## config.mk

```make
export PLATFORM = sky130hd
export DESIGN_NAME = npc_mem_bridge
export DESIGN_NICKNAME = d
export VERILOG_FILES = /design/src/rtl/npc_mem_bridge.sv
export SDC_FILE = /design/constraint.sdc
export NUM_CORES = 1
export LEC_CHECK = 0
export BUFFER_PORTS_ARGS = -buffer_cell sky130_fd_sc_hd__clkbuf_2
export CORE_MARGIN = 8
export CORE_UTILIZATION = 44
export DETAILED_ROUTE_END_ITERATION = 7
export PLACE_DENSITY_LB_ADDON = 0.08
export SYNTH_ARGS = -nofsm -noshare
export SYNTH_HDL_FRONTEND = slang
export SYNTH_SLANG_ARGS = --single-unit
```

## constraint.sdc

```tcl
create_clock -name clk -period 2.1 [get_ports clk]
set_clock_uncertainty 0.1 [all_clocks]
set_input_delay 0.105 -clock clk [delete_from_list [all_inputs] [get_ports clk]]
set_output_delay 0.105 -clock clk [all_outputs]
set_load 0.01 [all_outputs]
```

## src/rtl/npc_mem_bridge.sv

```systemverilog
// Bridges MEM-stage loads/stores onto N_CH registered one-hot peripheral channels.
// Latency: request cycle T, ch_valid at T+1, rsp_valid at T+2 at best; illegal requests answer at T+1.
// Backpressure: stall holds the pipeline until the single RESP cycle; the wait is bounded by TIMEOUT.
module npc_mem_bridge #(
  parameter int ADDR_W  = 32,
  parameter int N_CH    = 4,
  parameter int SEL_LSB = 28,
  parameter int TIMEOUT = 255
) (
  input  logic                clk,
  input  logic                rst,
  input  logic                req_valid,
  input  logic                req_wen,
  input  logic [ADDR_W-1:0]   req_addr,
  input  logic [1:0]          req_size,
  input  logic                req_unsigned,
  input  logic [31:0]         req_wdata,
  output logic                stall,
  output logic                rsp_valid,
  output logic [31:0]         rsp_rdata,
  output logic                rsp_err,
  output logic [N_CH-1:0]     ch_valid,
  output logic                ch_wen,
  output logic [ADDR_W-1:0]   ch_addr,
  output logic [31:0]         ch_wdata,
  output logic [3:0]          ch_wstrb,
  input  logic [N_CH-1:0]     ch_ready,
  input  logic [N_CH*32-1:0]  ch_rdata
);

  localparam int SEL_W = $clog2(N_CH);
  // Last count value before the wait is declared expired.
  localparam logic [15:0] TO_LAST = 16'(TIMEOUT - 1);

  typedef enum logic [1:0] {IDLE, BUSY, RESP} state_t;

  state_t            state;
  logic [15:0]       wait_cnt;
  logic [SEL_W-1:0]  sel_q;
  logic [1:0]        off_q;
  logic [1:0]        size_q;
  logic              uns_q;

  logic [SEL_W-1:0]  req_sel;
  logic [1:0]        req_off;
  logic              req_illegal;
  logic [3:0]        req_strb;
  logic [31:0]       req_wdata_rep;
  logic [31:0]       sel_rdata;
  logic              sel_ready;

  assign req_sel   = req_addr[SEL_LSB +: SEL_W];
  assign req_off   = req_addr[1:0];
  assign sel_rdata = ch_rdata[{sel_q, 5'b00000} +: 32];
  assign sel_ready = ch_ready[sel_q];

  // Right-justify the addressed lane of the captured word and extend it to 32 bits.
  function automatic logic [31:0] extend_load(input logic [31:0] w, input logic [1:0] off,
                                              input logic [1:0] size, input logic uns);
    logic [31:0] lane;
    lane = w >> {off, 3'b000};
    case (size)
      2'b00:   extend_load = uns ? {24'h0, lane[7:0]}  : {{24{lane[7]}}, lane[7:0]};
      2'b01:   extend_load = uns ? {16'h0, lane[15:0]} : {{16{lane[15]}}, lane[15:0]};
      default: extend_load = w;
    endcase
  endfunction

  // Decode request legality, byte strobes and lane-replicated store data.
  always_comb begin
    req_illegal   = 1'b0;
    req_strb      = 4'b1111;
    req_wdata_rep = req_wdata;
    case (req_size)
      2'b00: begin
        req_strb      = 4'b0001 << req_off;
        req_wdata_rep = {4{req_wdata[7:0]}};
      end
      2'b01: begin
        req_illegal   = req_off[0];
        req_strb      = 4'b0011 << req_off;
        req_wdata_rep = {2{req_wdata[15:0]}};
      end
      2'b10: begin
        req_illegal   = |req_off;
      end
      default: begin
        req_illegal   = 1'b1;
      end
    endcase
  end

  // Freeze the pipeline from the request cycle until the response cycle.
  always_comb begin
    case (state)
      IDLE:    stall = req_valid;
      BUSY:    stall = 1'b1;
      default: stall = 1'b0;
    endcase
  end

  // Access sequencer: issue, wait for the selected channel or time out, respond for one cycle.
  always_ff @(posedge clk or negedge rst) begin
    if (!rst) begin
      state     <= IDLE;
      wait_cnt  <= '0;
      sel_q     <= '0;
      off_q     <= '0;
      size_q    <= '0;
      uns_q     <= 1'b0;
      ch_valid  <= '0;
      ch_wen    <= 1'b0;
      ch_addr   <= '0;
      ch_wdata  <= '0;
      ch_wstrb  <= '0;
      rsp_valid <= 1'b0;
      rsp_err   <= 1'b0;
      rsp_rdata <= '0;
    end else begin
      case (state)
        IDLE: begin
          rsp_valid <= 1'b0;
          rsp_err   <= 1'b0;
          rsp_rdata <= '0;
          if (req_valid) begin
            sel_q  <= req_sel;
            off_q  <= req_off;
            size_q <= req_size;
            uns_q  <= req_unsigned;
            if (req_illegal) begin
              // Bad size or alignment never reaches a channel.
              state     <= RESP;
              rsp_valid <= 1'b1;
              rsp_err   <= 1'b1;
            end else begin
              state    <= BUSY;
              wait_cnt <= '0;
              ch_valid <= {{(N_CH-1){1'b0}}, 1'b1} << req_sel;
              ch_wen   <= req_wen;
              ch_addr  <= {req_addr[ADDR_W-1:2], 2'b00};
              ch_wdata <= req_wdata_rep;
              ch_wstrb <= req_strb;
            end
          end
        end
        BUSY: begin
          // Ready wins over an expiring counter in the same cycle.
          if (sel_ready) begin
            state     <= RESP;
            ch_valid  <= '0;
            rsp_valid <= 1'b1;
            rsp_err   <= 1'b0;
            rsp_rdata <= ch_wen ? 32'h0 : extend_load(sel_rdata, off_q, size_q, uns_q);
          end else if (wait_cnt == TO_LAST) begin
            state     <= RESP;
            ch_valid  <= '0;
            rsp_valid <= 1'b1;
            rsp_err   <= 1'b1;
            rsp_rdata <= '0;
          end else begin
            wait_cnt  <= wait_cnt + 16'd1;
          end
        end
        RESP: begin
          // The request still on the inputs here is the one just completed.
          state     <= IDLE;
          rsp_valid <= 1'b0;
          rsp_err   <= 1'b0;
          rsp_rdata <= '0;
        end
        default: begin
          state <= IDLE;
        end
      endcase
    end
  end

endmodule

```

==> impl_metrics.ini, run 1 <==
[outcome]
violations = setup timing
status = finished with violations

[floorplanning]
num_rows = 48
die_w_um = 147
die-area_mm2 = 0.0217
core-area_mm2 = 0.0171
start_util = 0.444
io_pins = 311
die_y_um = 147

[cts]
cts_buffers = 17
cts_tree = yes
clkTransAtPathRegs_ns = 0.06
clockBufferDepth = 2
htreeDepth = 4
clk_latency_ns = 0.42
clock_sinks = 130
root_buffer = clkbuf_16

[yosys]
synth_flop_cell = dfrtp_1
synth_edf_count = 0
synth_seq_area_share = 0.430
syn_inst = 726
ys_types = 57
syn-cell-area_mm2 = 0.00757
synthArstFlopShare = 1.00
synth.largest_area_cell = dfrtp_1
synth_warnings = 0
synth.top_cell.area_share = 0.430
syn_avg_cell_area_um2 = 10.4
ys_seq_elements = 130
synth_area_leaders = dfrtp_1, mux4_2, nand2_1

[min_path]
holdPathStages = 4
hp-class = input pin to flop
worstHoldEndpoint = ch_wstrb[1]
hp-start = req_addr[1]

[flow_run]
max-cap-violations = 0

[worst_setup_path]
end_kind = flop
slowest_delay_ns = 0.57
arrival_ns = 2.39
path_class = flop to flop
start_kind = flop
regToRegStartpoint = sel_q[0]
required_ns = 2.34
path_cells = mux4_2, a31o_1, buf_12, or4_1, a21boi_1
ff2ff_setup_slack_ns = -0.04
worstPathMaxFanout = 10
rr_worst_depth = 5
r2r-end = wait_cnt[2]
crit_path_top_delay_cell = mux4_2

[place]
portBuffers = 308
placed_cells = 1273
gp_congestion = 0.821
dp_hpwl_um = 20500

[timing]
max_freq_ghz = 0.466
period_share = 1.02
slew_viol_final = 0
rsz0062_at_grt = true
worst_slack_ns = -0.0439
tightest_slew_ns = 0.892
fin_crit_ns = 2.14
relSlewSlack = 0.403
finalHoldViolations = 0
setup_viol = 19

[routing]
antenna_left = 0
drt_iter0_drc = 487
wirelength_um = 29500
vias = 7857
firstDrtPassIters = 5
vias_per_cell = 5.59
drc = 0
routedWlPerCell_um = 21.0

[final_layout]
layout.nets = 1374
fin_cells = 1405
utilization = 0.684
drive_gt1_frac = 0.466
flow.area_growth_from_synthesis_pct = 54.1
fillCellCount = 1314

[grt]
grt_pass1_vias = 7956
grt_max_degree = 93
overflow = 0
grt_pass1_wl_um = 44200
antenna_found_initial = 2
track_usage = 0.257

[pwr]
power.density_mw_per_mm2 = 1270
power.total_mw = 14.8
p_leak_nw = 5.74
vdd_drop_max_v = 0.000770
stage by stage:
step	area (µm²)	hold WS [ns]	setup slack, ns	TNS, ns
after floorplan	7580	-0.291	0.00252	0
after global placement	9770	0.00161	-0.132	-3.04
after detailed placement	9770	0.00651	-0.143	-3.65
after CTS	11100	0.0205	-0.0375	-0.407
after global routing	11700	0.0524	-0.119	-2.53
final	11700	0.0479	-0.0439	-0.399
Yosys cell counts, types with 2 or more instances:
cell	count
nand3_1	12
o2bb2ai_1	8
a211oi_1	11
nor2_1	31
a21o_1	4
nand2b_1	13
a221o_1	18
nand2_1	173
mux4_2	51
a211oi_2	5
ha_1	6
nor4b_1	2
buf_4	4
clkbuf_1	23
buf_6	2
nor4_1	5
nor3_1	7
inv_1	14
dfrtp_1	130
mux2_2	9
or4_1	3
o21ai_0	38
and3_1	3
o211ai_1	3
a21oi_1	31
mux2i_1	47
buf_2	18
o31ai_1	2
nor2b_1	3
o32ai_1	7
a22oi_1	9
buf_1	9
report_power, final:
| group | internal (mW) | switching [mW] | total [mW] |
|---|---|---|---|
| Sequential | 3.30 | 0.528 | 3.83 |
| Clock | 1.55 | 1.21 | 2.76 |
| Combinational | 4.08 | 4.16 | 8.24 |
| Total | 8.93 | 5.90 | 14.8 |
critical path: cells and delay by family (launching register included):
family,cells,cell delay (ns)
muxes,1,0.57
and+or+nand+nor,1,0.46
DFF,1,0.39
AOI/OAI and AO/OA,2,0.39
buffers and inverters,1,0.16
routing by layer:
metal  vias to the layer above  track usage  routed length (µm)
li1                       3547            -                   -
met1                      3852        0.311               11600
met2                       399        0.421               14300
met3                        59       0.0852                2760
met4                         0       0.0903                 754
met5                         -            0                   0
registers in the layout, indices dropped and copies added (netlist names), 2 cells and up:
| register | count |
|---|---|
| ch_wdata | 32 |
| rsp_rdata | 32 |
| ch_addr | 30 |
| wait_cnt | 16 |
| ch_valid | 4 |
| ch_wstrb | 4 |
| off_q | 2 |
| sel_q | 2 |
| size_q | 2 |
| state | 2 |
area by class of cell:
type                            count  area [µm²]  area share
Multi-Input combinational cell    526        4250       0.364
Timing Repair Buffer              475        3270       0.280
Sequential cell                   130        3260       0.279
Clock buffer                       18         439      0.0376
Tap cell                          225         282      0.0241
Clock inverter                     14         106     0.00912
Inverter                           15        56.3     0.00483
Antenna cell                        2        5.00    0.000429
cell usage in the layout (no fill, tap or decap), types with 18 or more instances in the layout:
cell type / count
clkbuf_2: 307
nand2_1: 173
dfrtp_1: 128
dlygate4sd3_1: 69
buf_4: 69
mux4_2: 51
mux2i_1: 38
o21ai_0: 35
nor2_1: 27
a21oi_1: 23
clkbuf_16: 23
a221o_1: 18
timing repair:
action / CTS / global route
gates cloned: 1 / 6
setup buffers: 7 / 16
endpoints found under the setup margin: 58 / 53
gates resized for setup: 14 / 61
pin swaps: 3 / 23
hold buffers: 69 / 0
hold endpoints to repair: 198 / 0
cell families (layout without fill, tap and decap cells):
kind of cell / Yosys count / in the layout / share of synthesized area
DFF: 130 / 130 / 0.430
adders and majority gates: 6 / 6 / 0.00991
AOI/OAI and AO/OA: 149 / 149 / 0.140
buffers and inverters: 71 / 522 / 0.0421
and+or+nand+nor: 261 / 261 / 0.149
xor gates and xnor gates: 1 / 1 / 0.00116
muxes: 107 / 107 / 0.227
other: 1 / 4 / 0.000495
worst max path at each step:
stage,slack (ns),cells past startpoint,start,to
floorplan,0.003,8,wait_cnt[0],rsp_rdata[16]
CTS,-0.04,5,sel_q[0],wait_cnt[4]
detailed placement,-0.14,6,sel_q[1],rsp_rdata[27]
finish,-0.04,5,sel_q[0],wait_cnt[2]
global route,-0.12,9,wait_cnt[0],rsp_rdata[22]
global placement,-0.13,8,wait_cnt[0],rsp_rdata[5]
No activity file was read; power rests on OpenSTA's default activity.
==> run 2, diff against run 1 <==
- SKIP_CTS_REPAIR_TIMING: default -> 1
==> run 2 against run 1 <==
Compared with the run above: the run ends with hold timing, setup timing left; non-clock buffer count decreased by 4; clock-buffer cell count unchanged; register-to-register slack got worse by 0.04 ns.
==> impl_metrics.ini, run 2 (synthesized netlist as in run 1, its figures left out) <==
[timing]
finalHoldViolations = 2
slew_viol_final = 0
holdWs_ns = -0.0284
worst_slack_ns = -0.0843
max_freq_ghz = 0.458
setup_viol = 28
rsz0062_at_grt = true
relSlewSlack = 0.414
fin_crit_ns = 2.18
period_share = 1.04
tightest_slew_ns = 0.875

[outcome]
violations = hold timing, setup timing
status = finished with violations

[cts]
clkTransAtPathRegs_ns = 0.06
cts_tree = yes
clock_sinks = 130
clockBufferDepth = 2
clk_latency_ns = 0.42
htreeDepth = 4
root_buffer = clkbuf_16
cts_buffers = 17

[min_path]
hp-class = input pin to flop
worstHoldEndpoint = ch_wstrb[0]
hp-start = req_addr[0]
holdPathStages = 4

[worst_setup_path]
regToRegStartpoint = sel_q[1]
arrival_ns = 2.43
r2r-end = wait_cnt[2]
path_class = flop to flop
ff2ff_setup_slack_ns = -0.08
rr_worst_depth = 7
required_ns = 2.34
end_kind = flop
worstPathMaxFanout = 6
start_kind = flop

[flow_run]
max-cap-violations = 0

[final_layout]
drive_gt1_frac = 0.459
flow.area_growth_from_synthesis_pct = 53.4
layout_commonest_cell = clkbuf_2
reg_top3 = ch_wdata (32), rsp_rdata (32), ch_addr (30)
final_cell_mix = clkbuf_2, nand2_1, dfrtp_1
multi_input_area_mm2 = 0.00422
fin_cells = 1402
fin_area_mm2 = 0.0116
seqCellArea_mm2 = 0.00326
fillCellCount = 1325
layout.nets = 1370

[floorplanning]
core-area_mm2 = 0.0171
die-area_mm2 = 0.0217
die_w_um = 147
die_y_um = 147
io_pins = 311
start_util = 0.444
num_rows = 48

[place]
dp_hpwl_um = 20500
portBuffers = 308
placed_cells = 1273
gp_congestion = 0.821
postPlaceCellArea_mm2 = 0.00977

[routing]
drc = 0
routedWlPerCell_um = 20.6
drt_iter0_drc = 462
vias = 7703
antenna_left = 0
firstDrtPassIters = 5
wirelength_um = 28900
vias_per_cell = 5.49

[pwr]
vdd_drop_max_v = 0.000753
power.total_mw = 14.7
power.density_mw_per_mm2 = 1260
p_leak_nw = 5.74

[grt]
grt_pass1_vias = 7383
track_usage = 0.242
antenna_found_initial = 3
grt_max_degree = 68
overflow = 0
grt_pass1_wl_um = 41500
-- run 2: cell count changes in the layout (fill, tap and decap cells not counted), moves of 2 or more --
cell	previous run	this run
a211oi_2	7	9
a211oi_4	3	0
a21oi_1	23	29
a21oi_2	7	2
buf_4	69	65
mux2i_1	38	40
mux2i_2	8	5
o21ai_0	35	37
o21ai_1	3	1
o2bb2ai_1	8	6
o2bb2ai_2	0	2
-- run 2: final cells by class --
cell class	count	share of cell area
Antenna cell	3	0.000646
Sequential cell	130	0.280
Timing Repair Buffer	471	0.280
Multi-Input combinational cell	526	0.363
Clock buffer	18	0.0378
Clock inverter	14	0.00916
Tap cell	225	0.0242
Inverter	15	0.00485
-- run 2: worst max path at each step --
stage	start	to	slack, ns
2_1_floorplan	wait_cnt[0]	rsp_rdata[16]	0.003
3_3_place_gp	wait_cnt[0]	rsp_rdata[5]	-0.13
3_5_place_dp	sel_q[1]	rsp_rdata[27]	-0.14
4_1_cts	sel_q[1]	rsp_rdata[4]	-0.15
5_1_grt	wait_cnt[0]	rsp_rdata[16]	-0.15
6_report	sel_q[1]	wait_cnt[2]	-0.08
-- run 2: metal layers --
metal | global-route usage | up-vias | wire length [µm]
met1 | 0.301 | 3767 | 11700
met4 | 0.0790 | 0 | 608
met2 | 0.389 | 359 | 14100
li1 | - | 3533 | -
met3 | 0.0834 | 44 | 2450
met5 | 0 | - | 0
-- run 2: report_power, final --
group	internal [mW]	switching (mW)	leakage, nW	total (mW)
Clock	1.55	1.22	0.259	2.77
Combinational	3.99	4.06	3.80	8.05
Sequential	3.30	0.527	1.68	3.83
Total	8.84	5.81	5.74	14.7
-- run 2: critical path, stage by stage (launching register included) --
cell and delay, ns:
dfrtp_2 0.41, buf_6 0.12, buf_6 0.10, mux4_2 0.36, a31o_4 0.27, buf_12 0.14, or4_1 0.46, a21boi_1 0.13
-- run 2: stage by stage --
stage          TNS [ns]  worst slack [ns]   util  hold WS [ns]
2_1_floorplan         0           0.00252      -        -0.291
3_3_place_gp      -3.04            -0.132  0.573       0.00161
3_5_place_dp      -3.65            -0.143  0.573       0.00651
4_1_cts           -4.10            -0.149  0.605        -0.448
5_1_grt           -4.07            -0.155  0.681        0.0107
6_report          -1.02           -0.0843  0.681       -0.0284
